## config.mk

```make
export PLATFORM = sky130hd
export DESIGN_NAME = de_pipe_reg_flat
export DESIGN_NICKNAME = d
export VERILOG_FILES = /design/src/rtl/de_pipe_reg_if.sv /design/src/rtl/de_pipe_reg.sv /design/src/flat_wrapper.sv
export SDC_FILE = /design/constraint.sdc
export NUM_CORES = 1
export LEC_CHECK = 0
export ABC_AREA = 1
export BUFFER_PORTS_ARGS = -buffer_cell sky130_fd_sc_hd__buf_2
export CORE_MARGIN = 2
export CORE_UTILIZATION = 35
export CTS_BUF_LIST = sky130_fd_sc_hd__clkbuf_16
export DETAILED_ROUTE_END_ITERATION = 10
export PLACE_DENSITY = 0.67
export SYNTH_ARGS = -nofsm -noshare
export SYNTH_HDL_FRONTEND = slang
export SYNTH_SLANG_ARGS = --single-unit
```

## constraint.sdc

```tcl
create_clock -name clk -period 1.2 [get_ports clk]
set_input_delay 0.24 -clock clk [delete_from_list [all_inputs] [get_ports clk]]
set_output_delay 0.24 -clock clk [all_outputs]
set_load 0.03 [all_outputs]
```

## src/rtl/de_pipe_reg_if.sv

```systemverilog
// D->E pipeline register bus: D-stage results and hazard controls in, E-stage view out.
interface de_pipe_reg_if #(
  parameter int unsigned TNEW_W = 2
);
  logic              en;
  logic              clr;
  logic [31:0]       D_Instr;
  logic [31:0]       D_PC;
  logic [31:0]       D_RD1;
  logic [31:0]       D_RD2;
  logic [31:0]       D_Imm32;
  logic [4:0]        D_A3;
  logic              D_RegWrite;
  logic [TNEW_W-1:0] D_Tnew;
  logic [31:0]       E_Instr;
  logic [31:0]       E_PC;
  logic [31:0]       E_RD1;
  logic [31:0]       E_RD2;
  logic [31:0]       E_Imm32;
  logic [4:0]        E_A3;
  logic              E_RegWrite;
  logic [TNEW_W-1:0] E_Tnew;
  logic              E_Valid;

  modport master (
    output en, clr, D_Instr, D_PC, D_RD1, D_RD2, D_Imm32, D_A3, D_RegWrite, D_Tnew,
    input  E_Instr, E_PC, E_RD1, E_RD2, E_Imm32, E_A3, E_RegWrite, E_Tnew, E_Valid
  );

  modport slave (
    input  en, clr, D_Instr, D_PC, D_RD1, D_RD2, D_Imm32, D_A3, D_RegWrite, D_Tnew,
    output E_Instr, E_PC, E_RD1, E_RD2, E_Imm32, E_A3, E_RegWrite, E_Tnew, E_Valid
  );
endinterface

```

## src/rtl/de_pipe_reg.sv

```systemverilog
// D->E pipeline register of the 5-stage MIPS core with hold, bubble insertion
// and one-stage Tnew aging on load.
module de_pipe_reg #(
  parameter logic [31:0] RESET_PC = 32'h0000_3000,
  parameter int unsigned TNEW_W   = 2
) (
  input  logic             clk,
  input  logic             reset,
  de_pipe_reg_if.slave     bus
);

  always_ff @(posedge clk) begin
    if (reset || bus.clr) begin
      // Reset and hazard bubble share one state: an sll $0 nop that writes nothing.
      bus.E_Instr    <= '0;
      bus.E_PC       <= RESET_PC;
      bus.E_RD1      <= '0;
      bus.E_RD2      <= '0;
      bus.E_Imm32    <= '0;
      bus.E_A3       <= '0;
      bus.E_RegWrite <= 1'b0;
      bus.E_Tnew     <= '0;
      bus.E_Valid    <= 1'b0;
    end else if (bus.en) begin
      bus.E_Instr    <= bus.D_Instr;
      bus.E_PC       <= bus.D_PC;
      bus.E_RD1      <= bus.D_RD1;
      bus.E_RD2      <= bus.D_RD2;
      bus.E_Imm32    <= bus.D_Imm32;
      bus.E_A3       <= bus.D_RegWrite ? bus.D_A3 : 5'd0;
      bus.E_RegWrite <= bus.D_RegWrite && (bus.D_A3 != 5'd0);
      // Saturating decrement so a ready result never wraps back to "far away".
      bus.E_Tnew     <= (bus.D_Tnew == '0) ? '0 : bus.D_Tnew - TNEW_W'(1);
      bus.E_Valid    <= 1'b1;
    end
  end

endmodule

```

## src/flat_wrapper.sv

```systemverilog
// flat-port wrapper written by rule: the top's interface ports become plain ports
module de_pipe_reg_flat 
#(
  parameter logic [31:0] RESET_PC = 32'h0000_3000,
  parameter int unsigned TNEW_W   = 2
)
  (clk, reset, bus_en, bus_clr, bus_D_Instr, bus_D_PC, bus_D_RD1, bus_D_RD2, bus_D_Imm32, bus_D_A3, bus_D_RegWrite, bus_D_Tnew, bus_E_Instr, bus_E_PC, bus_E_RD1, bus_E_RD2, bus_E_Imm32, bus_E_A3, bus_E_RegWrite, bus_E_Tnew, bus_E_Valid);
  de_pipe_reg_if #(.TNEW_W(TNEW_W)) bus_i ();
  input  logic clk;
  input  logic reset;
  input wire logic [$bits(bus_i.en)-1:0] bus_en;
  input wire logic [$bits(bus_i.clr)-1:0] bus_clr;
  input wire logic [$bits(bus_i.D_Instr)-1:0] bus_D_Instr;
  input wire logic [$bits(bus_i.D_PC)-1:0] bus_D_PC;
  input wire logic [$bits(bus_i.D_RD1)-1:0] bus_D_RD1;
  input wire logic [$bits(bus_i.D_RD2)-1:0] bus_D_RD2;
  input wire logic [$bits(bus_i.D_Imm32)-1:0] bus_D_Imm32;
  input wire logic [$bits(bus_i.D_A3)-1:0] bus_D_A3;
  input wire logic [$bits(bus_i.D_RegWrite)-1:0] bus_D_RegWrite;
  input wire logic [$bits(bus_i.D_Tnew)-1:0] bus_D_Tnew;
  output wire logic [$bits(bus_i.E_Instr)-1:0] bus_E_Instr;
  output wire logic [$bits(bus_i.E_PC)-1:0] bus_E_PC;
  output wire logic [$bits(bus_i.E_RD1)-1:0] bus_E_RD1;
  output wire logic [$bits(bus_i.E_RD2)-1:0] bus_E_RD2;
  output wire logic [$bits(bus_i.E_Imm32)-1:0] bus_E_Imm32;
  output wire logic [$bits(bus_i.E_A3)-1:0] bus_E_A3;
  output wire logic [$bits(bus_i.E_RegWrite)-1:0] bus_E_RegWrite;
  output wire logic [$bits(bus_i.E_Tnew)-1:0] bus_E_Tnew;
  output wire logic [$bits(bus_i.E_Valid)-1:0] bus_E_Valid;
  assign bus_i.en = bus_en;
  assign bus_i.clr = bus_clr;
  assign bus_i.D_Instr = bus_D_Instr;
  assign bus_i.D_PC = bus_D_PC;
  assign bus_i.D_RD1 = bus_D_RD1;
  assign bus_i.D_RD2 = bus_D_RD2;
  assign bus_i.D_Imm32 = bus_D_Imm32;
  assign bus_i.D_A3 = bus_D_A3;
  assign bus_i.D_RegWrite = bus_D_RegWrite;
  assign bus_i.D_Tnew = bus_D_Tnew;
  assign bus_E_Instr = bus_i.E_Instr;
  assign bus_E_PC = bus_i.E_PC;
  assign bus_E_RD1 = bus_i.E_RD1;
  assign bus_E_RD2 = bus_i.E_RD2;
  assign bus_E_Imm32 = bus_i.E_Imm32;
  assign bus_E_A3 = bus_i.E_A3;
  assign bus_E_RegWrite = bus_i.E_RegWrite;
  assign bus_E_Tnew = bus_i.E_Tnew;
  assign bus_E_Valid = bus_i.E_Valid;
  de_pipe_reg #(.RESET_PC(RESET_PC), .TNEW_W(TNEW_W)) u_core (.clk(clk), .reset(reset), .bus(bus_i));
endmodule
```

==> summary.md <==
| Metric | Value |
|---|---|
| Vias/cell | 4.58 |
| FF+latch area | 3420 µm² |
| Hold buffer count at CTS | 0 |
| Worst Hold Launch | bus_D_PC[12] |
| Hold Crit Class | input port to register |
| Final net count | 1230 |
| Met3 usage | 0.0621 |
| Final ANT Viol Nets | 0 |
| Grt met2 use | 0.311 |
| Total wire length | around 18000 µm |
| Final non-filler cell total | 1290 |
| Synth warn | 0 |
| Cell count after synthesis | 739 |
| GRT Util Overall | 0.186 |
| Area share of the largest cell type after synthesis | 0.583 |
| Max cap viols | 0 |
| Maximum clock rate | 0.839 GHz |
| Yosys top cell by area | dfxtp_1 |
| Period Utilization, post-route | 0.993 |
| Core ar. | 16400 µm² |
| Ant. Diodes | 0 |
| Hold EP | u_core.bus.E_PC[12] |
| Post-synth cell types | 12 |
| Post-place setup slack | 0.0783 ns |
| VDD IR max | 0.873 mV |
| CP Data Arrival Time | 0.95 ns |
| Detailed-route via count | 5914 |
| Tmin final | 1.19 ns |
| Pins Over Slew Limit | 0 |
| Post-Place Cells | 1259 |
| Run status | finished, final reports clean |
| Crit-path slowest cell | dfxtp_1 |
| P_leak | 4.08 nW |
| CTS Buf Count | 17 |
| Detailed Route Iter0 Violations | between 300 and 400 |
| Synthesized flop and latch total | 169 |
| Global-route wire length before repair | 26600 µm |
| Sequential area share after synthesis | 0.583 |
| Crit path max fanout | 2 |
| Crit Reg-Reg Startpoint | u_core.bus.E_RegWrite |
| Multi-input logic area | 2140 µm² |
| Largest cells by area after synthesis | dfxtp_1 58%, nand2_1 22%, a21oi_1 14% |
| First-pass iteration count of the detailed router | 5 |
| Largest net degree at the start of global routing | 92 |
| Floorplan row count | 47 |
| Grt total ovfl | 0 |
| Relative max-transition margin | 0.723 |
| Clock buffer depth | 2 |
| Syn Nets | around 910 |
| Ratio of cells with drive above 1 in the final layout | 0.391 |
| Starting density of the core | 0.354 |
| DIE WIDTH | around 130 µm |
| Fin Hold WS | 0.0362 ns |
| Mapped Area | 5810 µm² |
| WL/cell | 13.6 µm |
| Flop-to-flop setup slack | between 0.5 and 0.6 ns |
| CP Class | register to output pin |
| Reg-to-reg endpoint | u_core.bus.E_RegWrite |
| Later-pin clock latency in the skew report | 0.42 ns |
| CTS tree | done |
| Final hold violations | 0 |
| Setup ws final | 0.00788 ns |
| Port bufs | 340 |
| CP top delay family | flip-flops |
| Critical-path cell list | buf_6 |
| Setup crit end kind | output pin |
| Busiest grt layer | met2 |
| CTS sink count | 169 |
| WP buf/inv | 1 |
| CTS clock-pin slew for the worst setup and hold paths | 0.07 ns |
| Number of I/O pins | 341 |
| GRT met1 Usage | 0.220 |
| Hpwl dp | 11600 µm |
| Stages on the worst setup path | 1 |
| Path depth of the worst reg2reg path | 4 |
| Clk_skew | 0 ns |
| P&R area growth vs syn | 56.4% |
| Die area | between 15000 and 20000 µm² |
| Worst slew pin tran | 0.415 ns |
| Filler cells | 1518 |
| # DRC | 0 |
| Initial antenna violation count | 0 |
| Pwr dens | 1390 nW/µm² |
| Startpoint types | register |
| Die height | 133 µm |
| CP max stage delay | about 0.38 ns |
| Vias in the first global route | 5402 |
| Global placer's final weighted congestion | 0.788 |
| WP data required | 0.96 ns |
| CTS Root Cell | clkbuf_16 |
| H-tree levels | 4 |
| Setup violators final | 0 |
| Hold Path Depth | 3 |
| Syn_area_per_cell | 7.86 µm² |
cell usage after synthesis (all sizes together):
cell type and instances:
a21oi 166, buf 47, clkbuf 7, dfxtp 169, inv 4, nand2 336
nand3 4, nand3b 1, nor2 5
sequential cells by signal, indices dropped and copies added, names as in the netlist:
register	count
u_core.bus.E_RD1	32
u_core.bus.E_Imm32	32
u_core.bus.E_Instr	32
u_core.bus.E_Tnew	2
u_core.bus.E_Valid	1
u_core.bus.E_PC	32
u_core.bus.E_RegWrite	1
u_core.bus.E_A3	5
u_core.bus.E_RD2	32
cell families after synthesis:
family | synth area share
AOI/OAI and AO/OA | 0.143
buffers and inverters | 0.0489
DFF | 0.583
and+or+nand+nor | 0.226
routing by layer:
| metal | up-vias | part of all wire |
|---|---|---|
| met5 | - | 0 |
| met4 | 0 | 0.020 |
| met3 | 31 | 0.071 |
| met2 | 225 | 0.50 |
| met1 | 2666 | 0.41 |
| li1 | 2992 | - |
layout make-up:
class,instances,area share
Inverter,4,0.00220
Clock inverter,14,0.0138
Clock buffer,17,0.0468
Multi-Input combinational cell,512,0.236
Timing Repair Buffer,354,0.294
Sequential cell,169,0.377
Tap cell,220,0.0303
power by group:
group	switching (mW)	total (mW)	internal, mW
clock	2.31	5.17	2.86
combinational	0.929	1.60	0.667
sequential	0.111	5.90	5.79
total	3.35	12.7	9.32
cell usage in the layout (no fill, tap or decap), drive strengths merged:
master    instances
clkbuf           18
bufinv            1
buf             353
dfxtp           169
clkinvlp          4
nor2              5
nand2           336
nand3             4
inv              10
nand3b            1
a21oi           166
clkinv            3
through the flow:
stage	util	TNS, ns	total power [mW]	area [µm²]
after floorplan	-	0	6.83	5810
after global placement	0.471	0	7.43	7730
after detailed placement	0.471	0	7.44	7730
after CTS	0.529	0	12.7	8670
after global routing	0.554	-0.0904	13.2	9080
final	0.554	0	12.7	9080
how the worst max path moves through the flow:
stage / start / endpoint / slack (ns)
final: u_core.bus.E_RD2[19] / bus_E_RD2[19] / 0.008
after global routing: u_core.bus.E_RD2[19] / bus_E_RD2[19] / -0.02
after CTS: u_core.bus.E_Imm32[26] / bus_E_Imm32[26] / 0.0002
after detailed placement: bus_clr / u_core.bus.E_RD2[25] / 0.08
after global placement: bus_en / u_core.bus.E_Instr[1] / 0.12
after floorplan: bus_clr / u_core.bus.E_Instr[10] / 0.29
repair_timing:
item | 4_1_cts | 5_1_grt
setup buffers | 0 | 0
gates resized for setup | 154 | 163
setup endpoints to repair | 143 | 111
(Power assumes the default switching activity.)
